`config.mk`:
```
export PLATFORM = sky130hd
export DESIGN_NAME = final_link_serdes
export DESIGN_NICKNAME = d
export VERILOG_FILES = /design/src/rtl/final_link_serdes.sv
export SDC_FILE = /design/constraint.sdc
export NUM_CORES = 1
export LEC_CHECK = 0
export CORE_MARGIN = 2
export CORE_UTILIZATION = 40
export DETAILED_ROUTE_END_ITERATION = 16
export MAX_ROUTING_LAYER = met4
export PLACE_DENSITY = 0.57
export SLEW_MARGIN = 20
export SYNTH_ARGS = -nofsm -noshare
export SYNTH_HDL_FRONTEND = slang
export SYNTH_SLANG_ARGS = --single-unit
```
`constraint.sdc`:
```
create_clock -name clk -period 3.4 [get_ports clk]
set_clock_uncertainty 0.2 [all_clocks]
set_input_delay 1.02 -clock clk [delete_from_list [all_inputs] [get_ports clk]]
set_output_delay 1.02 -clock clk [all_outputs]
set_load 0.05 [all_outputs]
```
`src/rtl/final_link_serdes.sv`:
```
// final_link_serdes: credit-flow flit serializer / deserializer for tagged FIFO words
module final_link_serdes #(
    parameter int CODE_DISTANCE_X = 5,
    parameter int CODE_DISTANCE_Z = 4,
    parameter int LINK_WIDTH      = 8,
    parameter int CREDITS         = 16,
    localparam int MR    = (CODE_DISTANCE_X > CODE_DISTANCE_Z) ? CODE_DISTANCE_X : CODE_DISTANCE_Z,
    localparam int AW    = 3 * $clog2(MR),
    localparam int MFW   = 2 * AW + 2,
    localparam int FC    = MR * CODE_DISTANCE_Z,
    localparam int FW    = MFW + $clog2(FC + 1),
    localparam int FLITS = (FW + LINK_WIDTH - 1) / LINK_WIDTH,
    localparam int CW    = $clog2(CREDITS + 1),
    localparam int IW    = (FLITS > 1) ? $clog2(FLITS) : 1,
    localparam int PW    = (CREDITS > 1) ? $clog2(CREDITS) : 1
) (
    input  logic                  clk,
    input  logic                  reset_n,
    input  logic [FW-1:0]         tx_data,
    input  logic                  tx_valid,
    output logic                  tx_ready,
    output logic [LINK_WIDTH-1:0] link_tx_data,
    output logic                  link_tx_valid,
    output logic                  link_tx_sof,
    input  logic                  link_credit_in,
    input  logic [LINK_WIDTH-1:0] link_rx_data,
    input  logic                  link_rx_valid,
    input  logic                  link_rx_sof,
    output logic                  link_credit_out,
    output logic [FW-1:0]         rx_data,
    output logic                  rx_valid,
    input  logic                  rx_ready,
    output logic                  frame_error,
    output logic                  overflow_error,
    output logic                  credit_error,
    output logic                  link_busy
);

    typedef enum logic {IDLE, SEND} state_t;

    state_t                  state_q, state_d;
    logic [IW-1:0]           flit_q, flit_d;
    logic [CW-1:0]           credit_q, credit_d;
    logic [FLITS*LINK_WIDTH-1:0] word_q, word_d;
    logic                    sync1_q, sync2_q;
    logic                    accept;

    logic [IW-1:0]           idx_q, idx_d, widx;
    logic [FLITS*LINK_WIDTH-1:0] asm_q, asm_d;
    logic [PW-1:0]           wr_q, wr_d, rd_q, rd_d;
    logic [CW-1:0]           count_q, count_d;
    logic [FW-1:0]           mem_q [CREDITS];
    logic                    take, done, full, push, pop;
    logic                    ferr_q, ferr_d, oerr_q, oerr_d, cerr_q, cerr_d;
    logic                    cout_q, busy_q, busy_d;

    assign tx_ready        = state_q == IDLE && credit_q != '0 && reset_n && sync2_q;
    assign accept          = tx_valid && tx_ready;
    assign link_tx_valid   = state_q == SEND;
    assign link_tx_data    = link_tx_valid ? word_q[flit_q*LINK_WIDTH +: LINK_WIDTH] : '0;
    assign link_tx_sof     = link_tx_valid && flit_q == '0;
    assign rx_valid        = count_q != '0;
    assign rx_data         = rx_valid ? mem_q[rd_q] : '0;
    assign pop             = rx_valid && rx_ready;
    assign full            = count_q == CW'(CREDITS);
    assign link_credit_out = cout_q;
    assign frame_error     = ferr_q;
    assign overflow_error  = oerr_q;
    assign credit_error    = cerr_q;
    assign link_busy       = busy_q;

    // TX sequencing: latch on accept, then walk FLITS flits LSB first
    always_comb begin
        state_d = state_q;
        flit_d  = flit_q;
        word_d  = word_q;
        if (accept) begin
            state_d = SEND;
            flit_d  = '0;
            word_d  = '0;
            word_d[FW-1:0] = tx_data;
        end else if (state_q == SEND) begin
            flit_d = flit_q + 1'b1;
            if (flit_q == IW'(FLITS - 1)) begin
                state_d = IDLE;
                flit_d  = '0;
            end
        end
    end

    // Credit accounting; a return while already full saturates and flags
    always_comb begin
        credit_d = credit_q;
        cerr_d   = cerr_q;
        if (accept && !link_credit_in)
            credit_d = credit_q - 1'b1;
        else if (!accept && link_credit_in) begin
            if (credit_q == CW'(CREDITS))
                cerr_d = 1'b1;
            else
                credit_d = credit_q + 1'b1;
        end
    end

    // RX reassembly, framing checks and receive buffer bookkeeping
    always_comb begin
        take    = link_rx_valid && (link_rx_sof || idx_q != '0);
        widx    = link_rx_sof ? '0 : idx_q;
        done    = take && widx == IW'(FLITS - 1);
        asm_d   = asm_q;
        if (take)
            asm_d[widx*LINK_WIDTH +: LINK_WIDTH] = link_rx_data;
        idx_d   = !take ? idx_q : done ? '0 : widx + 1'b1;
        ferr_d  = ferr_q || (link_rx_valid && (link_rx_sof ? idx_q != '0 : idx_q == '0));
        push    = done && (!full || pop);
        oerr_d  = oerr_q || (done && full && !pop);
        count_d = count_q + CW'(push) - CW'(pop);
        wr_d    = !push ? wr_q : (wr_q == PW'(CREDITS - 1)) ? '0 : wr_q + 1'b1;
        rd_d    = !pop  ? rd_q : (rd_q == PW'(CREDITS - 1)) ? '0 : rd_q + 1'b1;
        busy_d  = state_q == SEND || credit_q != CW'(CREDITS) || idx_q != '0 || count_q != '0;
    end

    // All control state, cleared asynchronously; reset release is resynchronized
    always_ff @(posedge clk or negedge reset_n) begin
        if (!reset_n) begin
            sync1_q  <= 1'b0;
            sync2_q  <= 1'b0;
            state_q  <= IDLE;
            flit_q   <= '0;
            credit_q <= CW'(CREDITS);
            word_q   <= '0;
            idx_q    <= '0;
            asm_q    <= '0;
            wr_q     <= '0;
            rd_q     <= '0;
            count_q  <= '0;
            ferr_q   <= 1'b0;
            oerr_q   <= 1'b0;
            cerr_q   <= 1'b0;
            cout_q   <= 1'b0;
            busy_q   <= 1'b0;
        end else begin
            sync1_q  <= 1'b1;
            sync2_q  <= sync1_q;
            state_q  <= state_d;
            flit_q   <= flit_d;
            credit_q <= credit_d;
            word_q   <= word_d;
            idx_q    <= idx_d;
            asm_q    <= asm_d;
            wr_q     <= wr_d;
            rd_q     <= rd_d;
            count_q  <= count_d;
            ferr_q   <= ferr_d;
            oerr_q   <= oerr_d;
            cerr_q   <= cerr_d;
            cout_q   <= pop;
            busy_q   <= busy_d;
        end
    end

    // Receive buffer storage; contents are only meaningful below count_q
    always_ff @(posedge clk) begin
        if (push)
            mem_q[wr_q] <= asm_d[FW-1:0];
    end

endmodule
```
==> impl_metrics.toml <==
[run_status]
status = "complete, but fails checks"
violations = "negative setup slack"

[power_and_ir_drop]
power_frac_seq_pct = 34.5
leakagePower_uw = 0.008714
cellPowerDensity_nw_per_um2 = 860.6
combPwrFrac_pct = 40.9
power_switching_uw = 6736
ir_worst_vdd_mv = 0.5321
p_int_uw = 14290
clkPwrFrac_pct = 24.6
netSwitchingFraction_pct = 32.03

[drt]
drc_errors = 0
viasPerCell = 5.435
via_count = 9903
wl_um = 45560
dr.first_iter.drc_count = 1000
dr.pass1.iters = 5
wl_per_cell_um = 25.01
drtAntennaViolNets = 0

[clock_network]
insertion_delay_ns = 0.58
postCtsHoldBufs = 0
ctsRootBufferMaster = "clkbuf_16"
cts_num_sinks = 480
cts_buffer_depth = 3
cts_buffers = 49
cts_tree = "built"
htreeDepth = 2
cts.clk_slew.worst_paths_ns = 0.06

[placed_design]
place_hpwl_um = 27500
placed_cell_area_um2 = 22430
gp_congestion = 0.7565
place_inst = 1712
port_buffers = 81

[synthesis]
yosysWarnings = 0
syn_area_per_cell_um2 = 20.14
yosysTopAreaCell = "edfxtp_1"
synth-edff-count = 400
synth_top_cell_area_share_pct = 63.03
ys_seq_area_share_pct = 73.54
syn-cell-area_um2 = 19060
synth_seq_cells = 480
synthCells = 946
ys_types = 49
async_reset_ff_share_pct = 16.67
ys.flop_type = "edfxtp_1"
synth_area_leaders = "edfxtp_1, mux4_2, dfrtp_1"
synth_nets = 1012

[global_routing]
antenna_found_initial = 0
grt_use_total_pct = 19.28
grt_pass1_vias = 10240
grt_pass1_wl_um = 67640
grt_max_degree = 47
grt_overflow_total = 0

[floorplanning]
fp.dieH_um = 222.3
coreArea_um2 = 46750
rows = 79
start_util_pct = 40.76
dieArea_um2 = 49400
ios = 82
dieWidth_um = 222.3

[final_layout]
antenna_cells = 0
fin_cells = 1822
fin_area_um2 = 24440
mostFrequentLayoutCell = "edfxtp_1"
final_cell_mix = "edfxtp_1, mux4_2, buf_12, dfrtp_1, buf_4"
final_nets = 1244
drive_above_1_share_pct = 37.04
synthToLayoutAreaGrowth_pct = 28.24

[sta]
finalMaxSlewViolations = 0
relSlewSlack_pct = 45.20
finalCritPeriodShare_pct = 115.8
layout_min_cycle_time_ns = 3.936
worst_pin_slew_ns = 0.8176
final-setup-viol-count = 25
hold_ws_ns = 0.1554
rsz0062_at_grt = "yes"
finalWorstSetupSlack_ns = -0.5365
fmax_ghz = 0.2540
hold_viol = 0

[min_path]
whs_path_depth = 0
hp-class = "reg -> reg"

[setup_path]
end_kind = "output pin"
crit_arrival_ns = 2.72
critical_path_class = "reg -> out"
max_stage_delay_ns = 0.51
crit_required_ns = 2.18
crit_fanout = 6
critical_path.cell_chain = "buf_12 -> buf_4 -> mux4_2 -> mux2_2 -> a221o_1 -> buf_12"
crit_slowest_cell = "mux4_2"
startpoint_type = "flop"
worst_r2r_path_depth = 15
cp_common_cell = "buf_12"

[flow_run]
cap_viol_max_count = 0
## what timing repair did
| action | 4_1_cts | 5_1_grt |
|---|---|---|
| setup endpoints to repair | 28 | 29 |
| cloned | 6 | 2 |
| resized for setup | 24 | 23 |
| pin swaps | 6 | 5 |
| buffers inserted | 10 | 4 |
| endpoints found under the hold margin | 0 | 0 |
## Yosys cell counts, types with 6 or more instances
master / n
nor2b_1: 28
buf_6: 6
o21ai_0: 9
dfrtp_1: 79
mux4_2: 101
nand2_1: 16
nor2_1: 25
clkbuf_1: 11
ha_1: 24
xnor2_1: 6
nand3_1: 7
edfxtp_1: 400
a221o_1: 25
and2_1: 14
buf_1: 8
mux2_2: 51
a22o_1: 24
mux2i_1: 9
inv_1: 26
a21oi_1: 14
buf_2: 14
## critical path, delay by kind of cell (launching register included)
kind / cells / cell delay, ns
multiplexers: 2 / 0.78
flip-flops: 1 / 0.45
buffers and inverters: 3 / 0.52
AO/OA/AOI/OAI: 1 / 0.38
## logic make-up (layout without fill, tap and decap cells)
logic type               Yosys count  count (layout)  synth area share [%]
AND/OR/NAND/NOR                  112             114                 3.355
other                              1               1               0.01968
multiplexers                     161             161                 15.42
XOR/XNOR                          10              10                0.4596
AO/OA/AOI/OAI                     87              87                 3.631
flip-flops                       480             480                 73.54
buffers and inverters             69             336                 1.786
adder cells (fa/ha/maj)           26              26                 1.786
## registers in the layout, summed over array words and instances, names as in the netlist
| register | count |
|---|---|
| frame_error | 1 |
| credit_q | 5 |
| mem_q | 400 |
| word_q | 25 |
| count_q | 5 |
| link_credit_out | 1 |
| idx_q | 2 |
| flit_q | 2 |
| rd_q | 4 |
| sync2_q | 1 |
| credit_error | 1 |
| asm_q | 25 |
| sync1_q | 1 |
| overflow_error | 1 |
| link_busy | 1 |
| wr_q | 4 |
| link_tx_valid | 1 |
## final cells by class
type	count	area [um^2]
fill	3672	22320
clock inverter	23	216.5
tap	607	759.5
multi-input combinational	399	4931
clock buffer	65	1316
sequential	480	14020
timing repair buffer	221	3060
inverter	27	130.1
## power by group through the flow
stage / clock (uW) / combinational, uW / sequential (uW)
finish: 5170 / 8600 / 7260
global route: 5530 / 9100 / 7310
CTS: 5280 / 8520 / 7260
detailed placement: 0 / 8010 / 7390
global placement: 0 / 7970 / 7380
floorplan: 0 / 4730 / 7320
## through the flow
stage,setup TNS [ns],power [uW],utilization (%),setup WS (ns)
3_3_place_gp,-248.96,15350,47.95,-0.7027
2_1_floorplan,-0.09857,12050,-,-0.05408
3_5_place_dp,-232.17,15400,47.96,-0.6089
4_1_cts,-13.15,21060,51.92,-0.5791
5_1_grt,-14.59,21940,52.27,-0.6160
6_report,-12.49,21030,52.27,-0.5365
## path summary, 6_finish.rpt
kind                          endpoint       start  slack [ns]
setup / recovery           rx_data[19]     rd_q[0]       -0.54
setup reg to reg            count_q[4]  count_q[2]        0.33
min in group asynchronous   count_q[4]     reset_n        0.35
hold reg to reg                sync2_q     sync1_q        0.16
hold / removal                 sync2_q     sync1_q        0.16
max in group asynchronous    flit_q[1]     reset_n        1.63
## layer usage
| metal | vias up | track usage [%] | part of all wire (%) |
|---|---|---|---|
| met5 | - | - | 0 |
| met4 | 0 | 3.596 | 1.2 |
| met2 | 321 | 29.76 | 48 |
| met3 | 41 | 3.861 | 6.1 |
| li1 | 4308 | - | - |
| met1 | 5233 | 26.97 | 45 |
(Power assumes the default switching activity.)
